[src/rtl/step_gen_pkg.sv]
// Shared types and constants for the linear-ramp step generator.
// State encoding is visible on the state port.
package step_gen_pkg;

  typedef enum logic [2:0] {
    S_IDLE = 3'd0,
    S_MUL1 = 3'd1,
    S_DIV  = 3'd2,
    S_VEL  = 3'd3,
    S_MUL2 = 3'd4,
    S_POS  = 3'd5,
    S_DONE = 3'd6
  } state_e;

  // Edges from the accepting edge to the edge that raises out_valid.
  function automatic int latency(input int vw, input int tw);
    return 3 * tw + vw + 2;
  endfunction

endpackage

[src/rtl/step_gen_serial_div.sv]
// Unsigned restoring divider, one quotient bit per cycle.
// The start edge performs the first iteration; done pulses after NW.
module step_gen_serial_div #(
  parameter int NW = 32,
  parameter int DW = 16
) (
  input  logic          clk,
  input  logic          rst_n,
  input  logic          start,
  input  logic [NW-1:0] dividend,
  input  logic [DW-1:0] divisor,
  output logic [NW-1:0] quotient,
  output logic          done
);

  localparam int CW = $clog2(NW);

  logic [NW-1:0] dvd_q, dvd_d;
  logic [DW-1:0] rem_q, rem_d;
  logic [CW-1:0] cnt_q, cnt_d;
  logic          busy_q, busy_d;
  logic          done_q, done_d;

  logic [NW-1:0] src;
  logic [DW-1:0] rsrc;
  logic [DW:0]   rsh;
  logic          ge;

  always_comb begin
    src    = start ? dividend : dvd_q;
    rsrc   = start ? '0 : rem_q;
    rsh    = {rsrc, src[NW-1]};
    ge     = rsh >= {1'b0, divisor};
    dvd_d  = dvd_q;
    rem_d  = rem_q;
    cnt_d  = cnt_q;
    busy_d = busy_q;
    done_d = 1'b0;
    if (start || busy_q) begin
      dvd_d = {src[NW-2:0], ge};
      rem_d = ge ? DW'(rsh - {1'b0, divisor}) : DW'(rsh);
      if (start) begin
        busy_d = 1'b1;
        cnt_d  = CW'(1);
      end else if (cnt_q == CW'(NW - 1)) begin
        busy_d = 1'b0;
        cnt_d  = '0;
        done_d = 1'b1;
      end else begin
        cnt_d = cnt_q + CW'(1);
      end
    end
  end

  always_ff @(posedge clk or negedge rst_n) begin
    if (!rst_n) begin
      dvd_q  <= '0;
      rem_q  <= '0;
      cnt_q  <= '0;
      busy_q <= 1'b0;
      done_q <= 1'b0;
    end else begin
      dvd_q  <= dvd_d;
      rem_q  <= rem_d;
      cnt_q  <= cnt_d;
      busy_q <= busy_d;
      done_q <= done_d;
    end
  end

  assign quotient = dvd_q;
  assign done     = done_q;

endmodule

[src/rtl/step_gen_ramp.sv]
// Linear-ramp step generator: v(t) and p(t) from one segment request.
// One serial multiplier serves both MUL phases; fixed latency.
module step_gen_ramp
  import step_gen_pkg::*;
#(
  parameter int VW = 16,
  parameter int TW = 16,
  parameter int PW = 32
) (
  input  logic          clk,
  input  logic          rst_n,
  input  logic          start,
  output logic          in_ready,
  input  logic [VW-1:0] in_start_velocity,
  input  logic [VW-1:0] in_end_velocity,
  input  logic [TW-1:0] in_cur_time,
  input  logic [TW-1:0] in_time_interval,
  input  logic [PW-1:0] in_start_step_pos,
  input  logic          in_dir,
  output logic [2:0]    state,
  output logic          out_valid,
  output logic [VW-1:0] out_cur_velocity,
  output logic [PW-1:0] out_cur_step_pos,
  output logic          out_err
);

  localparam int NW = VW + TW;
  localparam int AW = VW + TW + 1;
  localparam int CW = $clog2(NW);

  state_e               state_q, state_d;
  logic [CW-1:0]        cnt_q, cnt_d;
  logic signed [VW-1:0] v0_q, v0_d;
  logic signed [VW-1:0] v1_q, v1_d;
  logic signed [VW-1:0] v_q, v_d;
  logic signed [VW:0]   dv_q, dv_d;
  logic [TW-1:0]        tc_q, tc_d;
  logic [TW-1:0]        per_q, per_d;
  logic [TW-1:0]        mpl_q, mpl_d;
  logic signed [PW-1:0] p0_q, p0_d;
  logic                 dir_q, dir_d;
  logic                 zf_q, zf_d;
  logic signed [AW-1:0] acc_q, acc_d;
  logic signed [VW-1:0] ovel_q, ovel_d;
  logic signed [PW-1:0] opos_q, opos_d;
  logic                 oerr_q, oerr_d;
  logic                 oval_q, oval_d;

  logic signed [VW:0]   vsum, mcand, qs;
  logic signed [AW-1:0] mext, off_full;
  logic signed [PW-1:0] off_p;
  logic [VW:0]          qmag;
  logic [NW-1:0]        dvd, quo;
  logic                 div_start, div_done;

  always_comb begin
    vsum      = (VW+1)'(v0_q) + (VW+1)'(v_q);
    mcand     = (state_q == S_MUL2) ? vsum : dv_q;
    mext      = AW'(mcand);
    off_full  = acc_q >>> 1;
    off_p     = PW'(off_full);
    qmag      = (VW+1)'(quo);
    qs        = acc_q[AW-1] ? -$signed(qmag) : $signed(qmag);
    dvd       = acc_q[AW-1] ? NW'(-acc_q) : NW'(acc_q);
    div_start = (state_q == S_DIV) && (cnt_q == '0) && !zf_q;
  end

  // With T==0 the divider is never started, so done stays low.
  step_gen_serial_div #(
    .NW(NW),
    .DW(TW)
  ) u_div (
    .clk      (clk),
    .rst_n    (rst_n),
    .start    (div_start),
    .dividend (dvd),
    .divisor  (per_q),
    .quotient (quo),
    .done     (div_done)
  );

  always_comb begin
    state_d = state_q;
    cnt_d   = cnt_q;
    v0_d    = v0_q;
    v1_d    = v1_q;
    v_d     = v_q;
    dv_d    = dv_q;
    tc_d    = tc_q;
    per_d   = per_q;
    mpl_d   = mpl_q;
    p0_d    = p0_q;
    dir_d   = dir_q;
    zf_d    = zf_q;
    acc_d   = acc_q;
    ovel_d  = ovel_q;
    opos_d  = opos_q;
    oerr_d  = oerr_q;
    oval_d  = 1'b0;
    unique case (state_q)
      S_IDLE: begin
        if (start) begin
          v0_d  = $signed(in_start_velocity);
          v1_d  = $signed(in_end_velocity);
          dv_d  = (VW+1)'($signed(in_end_velocity))
                - (VW+1)'($signed(in_start_velocity));
          tc_d  = (in_cur_time < in_time_interval)
                ? in_cur_time : in_time_interval;
          per_d = in_time_interval;
          p0_d  = $signed(in_start_step_pos);
          dir_d = in_dir;
          zf_d  = (in_time_interval == '0);
          mpl_d = (in_cur_time < in_time_interval)
                ? in_cur_time : in_time_interval;
          acc_d = '0;
          cnt_d = '0;
          state_d = S_MUL1;
        end
      end
      S_MUL1, S_MUL2: begin
        acc_d = (acc_q <<< 1) + (mpl_q[TW-1] ? mext : '0);
        mpl_d = mpl_q << 1;
        if (cnt_q == CW'(TW - 1)) begin
          cnt_d   = '0;
          state_d = (state_q == S_MUL1) ? S_DIV : S_POS;
        end else begin
          cnt_d = cnt_q + CW'(1);
        end
      end
      S_DIV: begin
        if (cnt_q == CW'(NW - 1)) begin
          cnt_d   = '0;
          state_d = S_VEL;
        end else begin
          cnt_d = cnt_q + CW'(1);
        end
      end
      S_VEL: begin
        v_d     = div_done ? VW'(v0_q + qs) : v1_q;
        acc_d   = '0;
        mpl_d   = tc_q;
        state_d = S_MUL2;
      end
      S_POS: begin
        ovel_d  = v_q;
        opos_d  = zf_q ? p0_q
                : (dir_q ? p0_q - off_p : p0_q + off_p);
        oerr_d  = zf_q;
        oval_d  = 1'b1;
        state_d = S_DONE;
      end
      S_DONE: begin
        state_d = S_IDLE;
      end
      default: begin
        state_d = S_IDLE;
      end
    endcase
  end

  always_ff @(posedge clk or negedge rst_n) begin
    if (!rst_n) begin
      state_q <= S_IDLE;
      cnt_q   <= '0;
      v0_q    <= '0;
      v1_q    <= '0;
      v_q     <= '0;
      dv_q    <= '0;
      tc_q    <= '0;
      per_q   <= '0;
      mpl_q   <= '0;
      p0_q    <= '0;
      dir_q   <= 1'b0;
      zf_q    <= 1'b0;
      acc_q   <= '0;
      ovel_q  <= '0;
      opos_q  <= '0;
      oerr_q  <= 1'b0;
      oval_q  <= 1'b0;
    end else begin
      state_q <= state_d;
      cnt_q   <= cnt_d;
      v0_q    <= v0_d;
      v1_q    <= v1_d;
      v_q     <= v_d;
      dv_q    <= dv_d;
      tc_q    <= tc_d;
      per_q   <= per_d;
      mpl_q   <= mpl_d;
      p0_q    <= p0_d;
      dir_q   <= dir_d;
      zf_q    <= zf_d;
      acc_q   <= acc_d;
      ovel_q  <= ovel_d;
      opos_q  <= opos_d;
      oerr_q  <= oerr_d;
      oval_q  <= oval_d;
    end
  end

  assign in_ready         = (state_q == S_IDLE);
  assign state            = state_q;
  assign out_valid        = oval_q;
  assign out_cur_velocity = ovel_q;
  assign out_cur_step_pos = opos_q;
  assign out_err          = oerr_q;

endmodule

[config.mk]
export PLATFORM = sky130hd
export DESIGN_NAME = step_gen_ramp
export DESIGN_NICKNAME = d
export VERILOG_FILES = /design/src/rtl/step_gen_pkg.sv /design/src/rtl/step_gen_serial_div.sv /design/src/rtl/step_gen_ramp.sv
export SDC_FILE = /design/constraint.sdc
export NUM_CORES = 1
export LEC_CHECK = 0
export ABC_AREA = 1
export BUFFER_PORTS_ARGS = -buffer_cell sky130_fd_sc_hd__clkbuf_2
export CAP_MARGIN = 20
export CORE_MARGIN = 2
export CORE_UTILIZATION = 55
export DETAILED_ROUTE_END_ITERATION = 7
export PLACE_DENSITY = 0.74
export SYNTH_ARGS = -nofsm -noshare
export SYNTH_HDL_FRONTEND = slang
export SYNTH_HIERARCHICAL = 1
export SYNTH_SLANG_ARGS = --single-unit
[constraint.sdc]
create_clock -name clk -period 5.6 [get_ports clk]
set_input_delay 0.56 -clock clk [delete_from_list [all_inputs] [get_ports clk]]
set_output_delay 0.56 -clock clk [all_outputs]
set_load 0.01 [all_outputs]
==> metrics, run 1 <==
synthesized netlist cell count=3158; Synth Warn #=6; largest net degree at the start of global routing=between 100 and 150; Core Box Area=~40000 um2; Reg2Reg Setup Slack=about 970 ps; Netlist cell types=53; FMAX=about 220 MHz; Setup TNS=0 ps; most frequent cells in the layout=879 x nand2_1, 381 x inv_1, 293 x dfrtp_1, 289 x nor2_1, 236 x o21ai_0; Iteration-0 DRC Markers=around 1900; Slew HR=approximately 34%; DR pass1 iterations=7; first-pass GRT wire length=between 100 and 150 mm; htree depth=2; Max stage delay cell, worst path=o21ai_0; Num Clock Sinks=between 200 and 300; Synth Cell Area=roughly 22000 um2; most common cell after layout, fill and taps aside=nand2_1; post_cts resized=0; Post CTS Setup Buffer Count=0; Nets=3526; worst setup path class=flop to flop; clock buffer depth=3; worst-skew pair later-pin latency=between 500 and 600 ps; Post-synth top flop=dfrtp_1; critical path arrival=slightly above 5000 ps; Pins Over Slew Limit=0; area grow syn2layout=10.8%; Sequential Area=between 7000 and 8000 um2; Required @ worst endpoint=about 6100 ps; CP most frequent cell=nand2_1; gr usage total=35.8%; vertical die dimension=around 200 um; crit path capture type=flop; crit path time final=between 4000 and 5000 ps; CP max FO=17; measured slew at the worst slew-check pin=985 ps; DP HPWL=57.5 mm; CTS root buf=clkbuf_16; Reg clk slew, reported paths=roughly 60 ps; die area=about 41000 um2; syn_area_per_cell=roughly 6.9 um2; Mapped Nets=around 3400; cells along the critical path=inv_1 -> ha_1 -> inv_1 -> nor2_1 -> nand4_1 -> o21ai_0 -> o21ai_0 -> xor2_1 -> o21ai_0 -> ha_1 -> nand2_1 -> inv_1 -> nand2_1 -> nor2_1 -> nand3_1 -> nand2_1 -> nor2_4 -> nand2_4 -> nand2_1 -> nand2_1 -> nand2_1 -> nand2_1; Hold Violations, Final=0; Post-CTS Hold Fix Bufs=0; Total Wirelength=roughly 74 mm; grt total ovfl=0; Post-DRT Antenna Nets=0; CP startpoint kind=flop; antenna cells=0; Async SR Flop Fraction=between 90% and 100%; layout cells sized above 1=8.77%; Initial Util=55.4%; # IOs=approximately 150; Num CTS Buffers=35; final setup violation count=0; DRC viols=0; vias=22000; WL/cell=around 19 um; status=finished clean; max-cap violations=0; final period utilization=between 80 and 90%; EDFF count, synth=0; port buffer count=around 150; synthesized flop and latch total=293; Worst Skew=~24 ps; antenna violations before repair=1; RSZ-0062 raised after global routing=no; # rows=73; register area share after synthesis=33.5%; vias in the first global route=21400; Multi-input gate area=12700 um2; Hold WC Path Type=primary input to async pin; mean number of vias per cell=approximately 5.7; fillers=3751; gp weighted congestion=1.05; CTS tree=built; CP peak stage delay=580 ps; DIE WIDTH=204 um
-- flip-flops by register name (all words and copies together), names as in the netlist, 3 cells and up --
signal / cells
v1_q: 16
state: 3
p0_q: 32
out_cur_velocity: 16
mpl_q: 16
u_div/quotient: 32
u_div/rem_q: 16
v_q: 16
out_cur_step_pos: 32
cnt_q: 5
dv_q: 17
u_div/cnt_q: 5
acc_q: 33
per_q: 16
tc_q: 16
v0_q: 16
-- logic make-up after synthesis --
group / share of synthesized area, %
buffers and inverters: 8.67
XOR/XNOR: 4.95
AND/OR/NAND/NOR: 27.9
AO/OA/AOI/OAI: 15.9
adder cells (fa/ha/maj): 9.11
multiplexers: 0.0457
flip-flops: 33.5
-- cells in the mapped netlist (all sizes together) (13+ instances only) --
master	count	area [um2]
a21o	19	143
o21ai	251	1270
nand2	886	3350
ha	150	1880
nor3	31	165
nor4	15	93.8
o211ai	14	105
nand4	17	106
nor2	299	1170
or2	13	81.3
xor2	98	858
buf	41	219
clkbuf	52	195
a221oi	15	175
nand3	184	926
xnor2	26	228
nand3b	24	180
dfrtp	293	7330
inv	396	1490
o22ai	42	263
a21oi	232	1160
o21bai	14	116
-- final cells by class --
class	instances	share of cell area, %
clock inverters	18	1.05
well taps	525	2.71
inverters	396	6.13
repair buffers	168	3.66
flip-flops and latches	293	30.2
multi-input cells	2376	52.3
clock buffers	43	3.94
-- worst paths after layout --
path                                        from                   end  cells past startpoint
setup / recovery                        acc_q[1]       u_div/rem_q[11]                     22
hold / removal                             rst_n  out_cur_step_pos[15]                      1
setup reg to reg                        acc_q[1]       u_div/rem_q[11]                     22
hold reg to reg             out_cur_velocity[15]  out_cur_velocity[15]                      2
max in group asynchronous                  rst_n              per_q[9]                      2
min in group clk           in_start_step_pos[16]              p0_q[16]                      3
-- through the flow --
stage	instances	util, %	worst slack (ps)	cell area, um2	hold WS [ps]
floorplan	3158	-	2280	21900	264
CTS	3819	61.4	1160	24300	69.6
finish	3819	61.4	966	24300	15.6
detailed placement	3758	58.3	1150	23100	462
global placement	3758	58.3	1090	23100	454
global route	3819	61.4	696	24300	102
-- worst max-delay path: cells and delay by family, from the launching register on --
family          cells  cell delay [ps]
simple gates       13             1550
compound gates      3             1070
fa+ha+maj           2              610
flops               1              510
xor+xnor            1              430
buf+inv             3              340
-- per-layer routing --
| layer | up-vias | wire length (um) | track usage (%) |
|---|---|---|---|
| li1 | 10500 | - | - |
| met5 | - | 11 | 0 |
| met4 | 2 | 2820 | 13.2 |
| met2 | 894 | 34400 | 59.6 |
| met1 | 10300 | 30800 | 46.9 |
| met3 | 166 | 5930 | 6.17 |
Power of run 1 is left out: the tool's default activity adds up to more than one toggle a clock period on the data nets, which glitch-free logic cannot reach.
==> inputs of run 2 (changes only) <==
- PLACE_DENSITY: 0.74 -> 0.77
- clock period: 5.6 -> 3.97 ns (I/O delays scaled with it)
==> run 2 against run 1 <==
Against the previous run: first-iteration DRC count decreased by 3.7%; hold slack improved by 24 ps; register-to-register slack got worse by 800 ps; non-clock buffer count increased by 57; sequential share of layout area decreased by 0.81 points; critical endpoint is now acc_q[26]; largest cell class unchanged; highest routed layer is now met4.
==> metrics, run 2 (synthesis results as in run 1) <==
DRC viols=0; area grow syn2layout=13.8%; Initial Util=55.4%; CTS tree=built; DP HPWL=~56 mm; DR pass1 iterations=5; Required @ worst endpoint=4440 ps; # rows=73; Iteration-0 DRC Markers=1805; Critical Path Source=v0_q[0]; Reg clk slew, reported paths=~60 ps; reg2reg path depth=22; max reg flops=33; RSZ-0062 raised after global routing=yes; vias in the first global route=about 21000; register with the most flip-flops=acc_q; Nets=approximately 3600; final setup violation count=0; Cells after DPL=around 3800; worst-skew pair later-pin latency=around 560 ps; Worst Skew=about 25 ps; crit path capture type=flop; largest net degree at the start of global routing=between 100 and 150; CTS root buf=clkbuf_16; Core Box Area=~40000 um2; RR Startpoint=v0_q[0]; CP startpoint kind=flop; WHS=40.0 ps; gp weighted congestion=a little over 1; Hold WC Path Type=primary input to flop; most frequent cells in the layout=873 x nand2_1, 379 x inv_1, 292 x dfrtp_1, 282 x nor2_1; CP endpoint=acc_q[26]; Slew HR=34.7%; max-cap violations=0; met2 usage=a little under three fifths; grt total ovfl=0; CP max FO=8; GR met3 Demand/Resource=around 5.3%; FMAX=about 260 MHz; final period utilization=a little over nine tenths; GR Util met1=a little under half; first-pass GRT wire length=between 100 and 150 mm; Num Clock Sinks=between 200 and 300; Reg2Reg Setup Slack=170 ps; Total Wirelength=about 72 mm; critical path arrival=~4300 ps; reg2reg end=acc_q[26]; DIE WIDTH=204 um; WL/cell=roughly 19 um; status=finished clean; vias=approximately 22000; most common cell after layout, fill and taps aside=nand2_1; port buffer count=153; Setup WS pre-CTS=-86.6 ps; # IOs=154; clock buffer depth=3; mean number of vias per cell=about 5.7; Post-DRT Antenna Nets=0; post-route non-filler standard cell count=3875; die area=41500 um2; GR peak layer=met2; htree depth=2; final worst slack=around 170 ps; Pins Over Slew Limit=0; vertical die dimension=approximately 200 um; measured slew at the worst slew-check pin=979 ps; Hold Violations, Final=0; Num CTS Buffers=35; crit path time final=approximately 3800 ps; worst setup path class=flop to flop; Setup TNS=0 ps; antenna violations before repair=1; gr usage total=34.9%; layout cells sized above 1=between 10% and 20%
## run 2: metrics by stage
stage,util [%],cell area (um2)
after floorplan,-,21900
after global placement,59.4,23500
after detailed placement,59.4,23500
after CTS,62.5,24700
after global routing,63.1,24900
final,63.1,24900
## run 2: worst min path at each step
stage / from / to / slack [ps] / cells past startpoint
after floorplan: rst_n / acc_q[0] / 100 / 0
after global placement: v1_q[10] / v1_q[10] / 460 / 2
after detailed placement: v1_q[2] / v1_q[2] / 460 / 2
after CTS: in_start_step_pos[10] / p0_q[10] / 30 / 3
after global routing: in_start_step_pos[11] / p0_q[11] / 50 / 3
final: in_start_step_pos[26] / p0_q[26] / 40 / 3
## run 2: repair_timing
item | CTS | global route
endpoints found under the hold margin | 90 | 0
buffers inserted | 1 | 1
setup endpoints to repair | 7 | 50
gates resized for setup | 3 | 65
pin swaps | 0 | 1
hold buffers | 1 | 0
## run 2: worst max-delay path: stages (launching register included)
cell,delay (ps)
dfrtp_1,410
ha_2,220
fa_2,350
nand2_1,70
nand2_1,60
nand3_1,90
nand2_1,120
nand2_1,110
nand2_1,50
nand2_1,70
nand3_2,140
nand2_2,150
clkinvlp_4,180
buf_12,190
ha_1,350
a21oi_1,200
o21ai_0,130
a21oi_1,250
o21a_1,160
nand2_1,100
nand2_1,80
nand2_1,40
o21ai_0,170
## run 2: final cells by class
type	count	area, um2
fillers	3630	14600
diodes	1	2.50
well taps	525	657
clock buffers	45	953
multi-input cells	2376	12900
clock inverters	14	231
inverters	396	1500
repair buffers	225	1360
flip-flops and latches	293	7330
## run 2: layer usage
layer  share of wire [%]  vias up
li1                    -    10700
met1                  43    10300
met2                  46      873
met3                 7.0      150
met4                 4.2        0
met5                   0        -
Power of run 2 is left out for the same reason.
